[config.mk]
export PLATFORM = sky130hd
export DESIGN_NAME = alu_op_sequencer
export DESIGN_NICKNAME = d
export VERILOG_FILES = /design/src/rtl/alu_op_sequencer.sv
export SDC_FILE = /design/constraint.sdc
export NUM_CORES = 1
export LEC_CHECK = 0
export CAP_MARGIN = 30
export CORE_MARGIN = 2
export CORE_UTILIZATION = 25
export DETAILED_ROUTE_END_ITERATION = 8
export PLACE_DENSITY_LB_ADDON = 0.3
export SLEW_MARGIN = 15
export SYNTH_ARGS = -nofsm -noshare
export SYNTH_HDL_FRONTEND = slang
export SYNTH_SLANG_ARGS = --single-unit
[constraint.sdc]
create_clock -name clk -period 4.1 [get_ports clk]
set_clock_uncertainty 0.05 [all_clocks]
set_input_delay 0.82 -clock clk [delete_from_list [all_inputs] [get_ports clk]]
set_output_delay 0.82 -clock clk [all_outputs]
set_load 0.005 [all_outputs]
[src/rtl/alu_op_sequencer.sv]
// alu_op_sequencer: one-at-a-time op sequencer driving the ALU result-mux select and capturing its output.
// Ports: clk/reset (async, active-high); req_valid/req_ready/req_op/req_a/req_b request handshake;
// op_a/op_b/sel registered datapath drive; mux_result mux-bank output; mul_start/mul_done multiplier
// control; res_valid/res_ready/result/zero/err result handshake with flags.
module alu_op_sequencer #(
  parameter int         WIDTH       = 32,
  parameter logic [2:0] MUL_OP      = 3'b101,
  parameter int         MUL_TIMEOUT = 64
) (
  input  logic             clk,
  input  logic             reset,
  input  logic             req_valid,
  output logic             req_ready,
  input  logic [2:0]       req_op,
  input  logic [WIDTH-1:0] req_a,
  input  logic [WIDTH-1:0] req_b,
  output logic [WIDTH-1:0] op_a,
  output logic [WIDTH-1:0] op_b,
  output logic [2:0]       sel,
  input  logic [WIDTH-1:0] mux_result,
  output logic             mul_start,
  input  logic             mul_done,
  output logic             res_valid,
  input  logic             res_ready,
  output logic [WIDTH-1:0] result,
  output logic             zero,
  output logic             err
);
  localparam int CW = $clog2(MUL_TIMEOUT + 1);
  localparam logic [CW-1:0] TMAX = CW'(MUL_TIMEOUT - 1);
  typedef enum logic [1:0] {IDLE, EXEC, MULW, DONE} state_t;
  state_t state_q, state_d;
  logic [WIDTH-1:0] op_a_q, op_a_d, op_b_q, op_b_d, result_q, result_d;
  logic [2:0] sel_q, sel_d;
  logic [CW-1:0] cnt_q, cnt_d;
  logic mul_start_q, mul_start_d, res_valid_q, res_valid_d, zero_q, zero_d, err_q, err_d;
  always_comb begin
    state_d     = state_q;
    op_a_d      = op_a_q;
    op_b_d      = op_b_q;
    sel_d       = sel_q;
    cnt_d       = cnt_q;
    mul_start_d = 1'b0;
    res_valid_d = res_valid_q;
    result_d    = result_q;
    zero_d      = zero_q;
    err_d       = err_q;
    case (state_q)
      IDLE: if (req_valid) begin
        op_a_d      = req_a;
        op_b_d      = req_b;
        sel_d       = req_op;
        cnt_d       = '0;
        mul_start_d = req_op == MUL_OP;
        state_d     = req_op == MUL_OP ? MULW : EXEC;
      end
      EXEC: begin
        result_d    = mux_result;
        zero_d      = ~|mux_result;
        err_d       = 1'b0;
        res_valid_d = 1'b1;
        state_d     = DONE;
      end
      MULW: begin
        cnt_d = cnt_q + 1'b1;
        // mul_done takes priority over a timeout landing on the same edge
        if (mul_done || cnt_q == TMAX) begin
          result_d    = mul_done ? mux_result : '0;
          zero_d      = mul_done ? ~|mux_result : 1'b1;
          err_d       = ~mul_done;
          res_valid_d = 1'b1;
          state_d     = DONE;
        end
      end
      default: if (res_ready) begin
        res_valid_d = 1'b0;
        state_d     = IDLE;
      end
    endcase
  end
  always_ff @(posedge clk or posedge reset) begin
    if (reset) begin
      state_q     <= IDLE;
      op_a_q      <= '0;
      op_b_q      <= '0;
      sel_q       <= '0;
      cnt_q       <= '0;
      mul_start_q <= 1'b0;
      res_valid_q <= 1'b0;
      result_q    <= '0;
      zero_q      <= 1'b0;
      err_q       <= 1'b0;
    end else begin
      state_q     <= state_d;
      op_a_q      <= op_a_d;
      op_b_q      <= op_b_d;
      sel_q       <= sel_d;
      cnt_q       <= cnt_d;
      mul_start_q <= mul_start_d;
      res_valid_q <= res_valid_d;
      result_q    <= result_d;
      zero_q      <= zero_d;
      err_q       <= err_d;
    end
  end
  assign req_ready = state_q == IDLE;
  assign op_a      = op_a_q;
  assign op_b      = op_b_q;
  assign sel       = sel_q;
  assign mul_start = mul_start_q;
  assign res_valid = res_valid_q;
  assign result    = result_q;
  assign zero      = zero_q;
  assign err       = err_q;
endmodule

**Yosys cells after proc, flatten, opt, wreduce, memory -nomap -nowiden**

Index checks and enable logic that the tools add are counted.

- Bits in registers: 112
- Bits in latches: 0
- RAM bits: 0
- Bits in read-only memories: 0
- Bits of input ports: 104
- Output and inout bits: 104
- Logic and storage cells: 52
- Memories kept: 0

- Add/sub/neg operators: 1
- Multipliers: 0
- Div/mod/pow operators: 0
- Magnitude comparators: 0
- Eq/ne operators: 6
- Shift operators: 0
- Muxes and demuxes: 20
- Bitwise operators: 2
- Reductions and logical operators: 13

Operator list:

| cell | number |
|---|---|
| 2-to-1 mux 32 bit | 2 |
| case mux 32 bit (2 select lines) | 1 |
| OR reduction 32 bit | 1 |
| case mux 7 bit (2 select lines) | 1 |
| 2-to-1 mux 2 bit | 4 |
| adder 7 x 1 -> 7 bit (second input constant) | 1 |
| equality test 7 x 6 -> 1 bit (second input constant) | 1 |
| 2-to-1 mux 1 bit | 7 |
| 2-to-1 mux 7 bit | 1 |
| case mux 2 bit (3 select lines) | 1 |
| AND reduction 2 bit | 3 |
| AND reduction 3 bit | 2 |
| != test 2 bit (second input constant) | 2 |
| case mux 1 bit (2 select lines) | 2 |
| nonzero test 2 bit | 2 |
| nonzero test 4 bit | 1 |
| equality test 3 bit (second input constant) | 1 |
| case mux 1 bit (3 select lines) | 1 |
| nonzero test 3 bit | 1 |
| equality test 2 x 1 -> 1 bit (second input constant) | 1 |
| equality test 2 bit (second input constant) | 1 |
| logical NOT 2 bit | 1 |
| NOT 1 bit | 2 |
| logical NOT 1 bit | 1 |
| logical OR 1 bit | 1 |

**Longest topological paths before layout**

Gate-level depths: netlist (run 1).

- Depth in word-level cells: 5
- Mapped depth: 7
- Gate-level depth less buffers: 6

**Worst setup path after synthesis (run 1)**

OpenSTA, ideal clock, no wires.

- Kind: input -> register
- Start point: input port req_valid
- End point: register op_b_q[0] (netlist: op_b[0])
- Setup time: 125 ps
- Arrival: 1623 ps
- Required time: 3925 ps
- Path slack: 2302 ps
- Cell stages on the path: 3
- Cell sequence: nand2_1 clkbuf_1 mux2_2

- Word-level cells in the longest chain between the ends: 1

Ends and longest elaborated chain:

| what | RTL line | RTL |
|---|---|---|
| start: declaration | 12 | `input logic req_valid,` |
| AND reduction 2 bit (no source line) | -- |  |
| end signal: assignment | 96 | `op_b_q <= op_b_d;` |
| end: declaration | 33 | `logic [WIDTH-1:0] op_a_q, op_a_d, op_b_q, op_b_d, result_q, result_d;` |

Every way passes these cells.
A chain may end at the register's enable or synchronous reset.

**Worst setup path after layout (run 1)**

- Start point: register state_q[0]
- End point: output port req_ready

- Word-level cells in the longest chain between the ends: 1

Ends and longest elaborated chain:

| what | RTL line | RTL |
|---|---|---|
| start: declaration | 32 | `state_t state_q, state_d;` |
| start signal: assignment | 94 | `state_q <= state_d;` |
| logical NOT 2 bit | 106 | `assign req_ready = state_q == IDLE;` |
| end: declaration | 13 | `output logic req_ready,` |

Every way passes these cells.

==> results.yml, run 1 <==
power:
  pwr-share-comb: 0.464
  p_int_mw: 3.80
  power.clock.fraction: 0.176
  p_sw_frac: 0.293
  pwr-share-seq: 0.360
  p_total_mw: 5.37
  vdd_drop_max_mv: 0.413
  p_leak_nw: 2.91
  power_density_nw_per_um2: 765
  power.switching_mw: 1.58
routing:
  drt_wl_total_um: 10900
  post_drt_wl_per_cell_um: 14.9
  via_per_inst: 4.30
  drc_errors: 0
  ant_nets: 0
  first_iter_violations: 138
  vias: 3149
  drt-pass1-iter-count: 4
die:
  row_count: 48
  die_x_um: 136
  pin_count: 208
  core_sq_um: 17200
  die_area_sq_um: 18600
  fp.dieH_um: 136
  initial_core_util: 0.254
yosys:
  synth_top_cell_area_share: 0.640
  synthTopCellsByCount: "dfrtp_1 (112), mux2_2 (68), a22o_1 (33)"
  ys_types: 30
  synth_xor_area_frac: 0.00400
  synth_top_family_by_area: "multiplexers"
  syn_inst: 295
  synth_edf_count: 0
  async_flop_share: 1.00
  yosysSeqAreaShare: 0.640
  synth_seq_cells: 112
  yosys.area_share.simple: 0.0457
  synth_top_area_cell: "dfrtp_1"
  ys_top_cells_by_area: "dfrtp_1 (64%), mux2_2 (17%), a22o_1 (6.6%), buf_2 (1.1%), ha_1 (1.1%)"
  synth_compound_area_frac: 0.0928
  synthAdderAreaFrac: 0.0114
  yosys_warnings: 0
  synth_mux_area_frac: 0.182
  synth_nets: 403
  synth_top_flop_cell: "dfrtp_1"
  netlist_area_sq_um: 4380
  syn_area_per_cell_sq_um: 14.8
  yosysMostFrequentCell: "dfrtp_1"
critical_path:
  r2r_cells: 5
  crit_fanout: 7
  worstSetupStartpointType: "flop"
  cp.arrival_ps: 1720
  endpoint_kind: "primary output"
  r2r_slack_ps: 1820
  critPathKind: "flop to primary output"
  r2r_start: "state_q[1]"
  crit_required_ps: 3230
  r2r_end: "result[8]"
sta:
  maxSlewViolCount: 0
  finalWorstSetupSlack_ps: 1510
  fin_crit_sh: 0.631
  timing_worst_slew_pin_value_ps: 791
  max_freq_mhz: 386
  setup_viol: 0
  hold_violations: 0
  period_needed_ps: 2590
  tns_ps: 0
  max_slew_margin: 0.470
  rsz0062_at_grt: "no"
grt:
  top_usage_layer: "met2"
  grt_overflow_total: 0
  grt_pass1_vias: 3151
  met1_usage: 0.146
  gr-usage-met2: 0.177
  grt_antenna_before_repair: 0
  met3_usage: 0.0362
  grt_use_total: 0.114
  grt_pass1_wl_um: 16400
  grt_max_degree: 71
final_layout:
  final_net_count: 611
  drive_gt1_frac: 0.185
  register_area_sq_um: 2800
  final_core_util: 0.407
  syn2layout_area_growth_pct: 60.2
  multi_input_area_sq_um: 1480
  fin_area_sq_um: 7020
  antenna_cells: 0
  fillers: 1573
place:
  detailedPlacementHpwl_um: 8100
  dp_slack_ps: 1430
  placed_cell_area_sq_um: 6700
  io_buffers: 207
  gp_congestion: 0.732
clock_network:
  htreeDepth: 3
  clkTransAtPathRegs_ps: 70
  clock_sinks: 112
  cts_tree: "done"
  ctsHoldBuffers: 0
  clk_latency_ps: 340
  numCtsBuffers: 9
  root_buffer: "clkbuf_16"
  post_cts_buffers: 0
  cts_buffer_depth: 2
  cts-resized-gates: 0
hold_path:
  min_path_cells: 2
  hp-start: "sel[1]"
  hold_path_class: "flop to flop"
  min_to: "sel[1]"
run_status:
  status: "complete, no violations"
run:
  cap_violations: 0
==> layer usage <==
layer,routed length [um],up-vias
met4,182,0
met3,833,11
met5,0,-
met2,5110,119
li1,-,1486
met1,4770,1533
==> critical path: stages, from the launching register on <==
cell	delay, ps
dfrtp_1	410
inv_1	90
ha_1	300
clkdlybuf4s50_1	570
==> flip-flops by register name, indices dropped and copies added (netlist names) <==
register,flops
cnt_q,7
err,1
mul_start,1
op_a,32
op_b,32
res_valid,1
result,32
sel,3
state_q,2
zero,1
==> worst max path at each step <==
| stage | from | endpoint | slack (ps) | cells past startpoint |
|---|---|---|---|---|
| 2_1_floorplan | reset | cnt_q[0] | 270 | 1 |
| 3_3_place_gp | mul_done | result[3] | 1470 | 5 |
| 3_5_place_dp | req_valid | op_b[19] | 1430 | 4 |
| 4_1_cts | state_q[0] | req_ready | 1480 | 3 |
| 5_1_grt | state_q[0] | req_ready | 1420 | 3 |
| 6_report | state_q[0] | req_ready | 1510 | 3 |
==> area by class of cell <==
type,count,area share
Timing Repair Buffer,211,0.301
Clock inverter,6,0.0118
Inverter,5,0.00303
Sequential cell,112,0.399
Multi-Input combinational cell,164,0.211
Tap cell,225,0.0401
Clock buffer,10,0.0340
==> stage by stage <==
| step | cells | hold slack [ps] |
|---|---|---|
| 5_1_grt | 733 | 466 |
| 3_3_place_gp | 717 | 418 |
| 6_report | 733 | 437 |
| 4_1_cts | 733 | 435 |
| 2_1_floorplan | 295 | 423 |
| 3_5_place_dp | 717 | 419 |
==> cell families (layout without fill, tap and decap cells) <==
family          Yosys count  count (layout)
mux                      71              71
simple gates             38              38
xor+xnor                  2               2
compound gates           49              49
flops                   112             112
fa+ha+maj                 4               4
buf+inv                  19             232
==> cells in the final DEF (no fill, tap or decap), types with 3 or more instances in the layout <==
cell             netlist  routed
clkdlybuf4s50_1        0     207
nor4_1                 8       8
ha_1                   4       4
a21oi_1                5       5
buf_4                  0       3
inv_1                  5       4
nor3_1                 3       3
dfrtp_1              112     112
nor2_1                 9       9
nand2_1                8       7
clkbuf_16              0       9
a22o_1                33      33
clkinv_2               0       3
o21ai_0                5       5
or3_1                  3       3
mux2_2                68      68
==> power groups by stage <==
| stage | Sequential, mW | Combinational [mW] | Clock (mW) |
|---|---|---|---|
| after floorplan | 1.97 | 1.16 | 0 |
| after global placement | 1.94 | 2.49 | 0 |
| after detailed placement | 1.95 | 2.54 | 0 |
| after CTS | 1.94 | 2.54 | 0.982 |
| after global routing | 2.00 | 2.69 | 1.03 |
| final | 1.93 | 2.49 | 0.943 |
Power figures use the tool's default switching activity.
==> run 2: changes to the inputs <==
==> constraint.sdc (replaced) <==
create_clock -name clk -period 2.7 [get_ports clk]
set_clock_uncertainty 0.05 [all_clocks]
set_input_delay 0.54 -clock clk [delete_from_list [all_inputs] [get_ports clk]]
set_output_delay 0.54 -clock clk [all_outputs]
set_load 0.005 [all_outputs]
==> results.yml, run 2 (synthesized netlist as in run 1, its figures left out) <==
run_status:
  status: "complete, no violations"
critical_path:
  crit_fanout: 7
  crit_required_ps: 2110
  worstSetupStartpointType: "flop"
  r2r_cells: 6
  cpMaxStageDelayCell: "clkdlybuf4s50_1"
  cp.arrival_ps: 1730
  max_stage_delay_ps: 570
  endpoint_kind: "primary output"
  critPathKind: "flop to primary output"
  path_cells: "inv_1, ha_1, clkdlybuf4s50_1"
clock_network:
  cts_tree: "done"
  cts_buffer_depth: 2
  clkTransAtPathRegs_ps: 70
  root_buffer: "clkbuf_16"
  clock_sinks: 112
  post_cts_buffers: 0
  cts-resized-gates: 0
  ctsHoldBuffers: 0
  htreeDepth: 3
  clk_latency_ps: 350
  numCtsBuffers: 9
place:
  detailedPlacementHpwl_um: 8070
  dp.cells: 718
  dp_slack_ps: 560
  gp_congestion: 0.755
  io_buffers: 207
  placed_cell_area_sq_um: 6730
sta:
  timing.hold.ws_ps: 443
  rsz0062_at_grt: "no"
  max_freq_mhz: 431
  period_needed_ps: 2320
  finalWorstSetupSlack_ps: 378
  fin_crit_sh: 0.860
  maxSlewViolCount: 0
  hold_violations: 0
  setup_viol: 0
  timing_worst_slew_pin_value_ps: 663
  max_slew_margin: 0.545
  tns_ps: 0
routing:
  ant_nets: 0
  drc_errors: 0
  drt_wl_total_um: 10900
  post_drt_wl_per_cell_um: 14.8
  first_iter_violations: 101
  vias: 3192
  drt-pass1-iter-count: 4
  via_per_inst: 4.35
die:
  row_count: 48
  pin_count: 208
  core_sq_um: 17200
  initial_core_util: 0.254
  die_x_um: 136
  die_area_sq_um: 18600
  fp.dieH_um: 136
final_layout:
  fin_area_sq_um: 7040
  mostFrequentLayoutCell: "clkdlybuf4s50_1"
  antenna_cells: 0
  final_cell_mix: "clkdlybuf4s50_1 (207), dfrtp_1 (112), mux2_2 (68)"
  drive_gt1_frac: 0.185
  final_core_util: 0.408
  syn2layout_area_growth_pct: 60.7
  finalNonFillerCells: 734
  final_net_count: 612
power:
  power_density_nw_per_um2: 1150
  p_int_mw: 5.73
  p_total_mw: 8.12
  power.switching_mw: 2.39
  pwr-share-seq: 0.362
  pwr-share-comb: 0.470
  power.clock.fraction: 0.168
  p_sw_frac: 0.294
  vdd_drop_max_mv: 0.459
  p_leak_nw: 2.91
grt:
  grt_antenna_before_repair: 0
  grt_max_degree: 65
  grt_pass1_vias: 3354
  grt_overflow_total: 0
  grt_pass1_wl_um: 16900
  grt_use_total: 0.116
hold_path:
  min_path_cells: 2
  hold_path_class: "flop to flop"
run:
  cap_violations: 0
==> run 2: cell types whose count changed in the layout (fill, tap and decap cells not counted), sizes merged <==
cell and delta:
inv -1, clkbuf +2, buf +1, bufinv -1
==> run 2: critical path, delay by kind of cell, from the launching register on <==
family                   cells  cell delay (ps)
buffers and inverters        2              670
flip-flops                   1              430
adder cells (fa/ha/maj)      1              290
==> run 2: power groups by stage <==
stage | logic, mW | registers (mW) | clock network [mW]
6_report | 3.82 | 2.93 | 1.36
5_1_grt | 4.16 | 3.05 | 1.48
4_1_cts | 3.88 | 2.95 | 1.42
3_5_place_dp | 3.88 | 2.96 | 0
3_3_place_gp | 3.79 | 2.95 | 0
2_1_floorplan | 1.77 | 2.99 | 0
==> run 2: worst paths after layout <==
kind | start | endpoint | slack [ps]
worst max-delay path | state_q[1] | req_ready | 380
worst min-delay path | sel[1] | sel[1] | 440
worst max register to register | state_q[1] | cnt_q[6] | 700
worst min register to register | sel[1] | sel[1] | 440
max in group asynchronous | reset | op_a[23] | 1390
min in group asynchronous | reset | op_a[3] | 580
==> run 2: per-layer routing <==
metal | vias up | wire length [um] | part of all wire | global-route usage
li1 | 1495 | - | - | -
met1 | 1565 | 4460 | 0.41 | 0.137
met2 | 118 | 5370 | 0.49 | 0.194
met3 | 14 | 837 | 0.077 | 0.0399
met4 | 0 | 218 | 0.020 | 0.0463
met5 | - | 0 | 0 | 0
==> run 2: layout make-up <==
type,instances,area [sq um]
Timing Repair Buffer,212,2150
Inverter,5,22.5
Sequential cell,112,2800
Multi-Input combinational cell,164,1480
Clock inverter,4,52.6
Fill cell,1598,10200
Clock buffer,12,256
Tap cell,225,282
==> run 3: changes to the inputs <==
--- a/config.mk
+++ b/config.mk
@@ -5,6 +5,7 @@
 export SDC_FILE = /design/constraint.sdc
 export NUM_CORES = 1
 export LEC_CHECK = 0
+export ABC_CLOCK_PERIOD_IN_PS = 2700
 export CAP_MARGIN = 30
 export CORE_MARGIN = 2
 export CORE_UTILIZATION = 25
==> results of run 3 <==
Same layout as run 2: the final DEF is identical, and so are final timing and power.
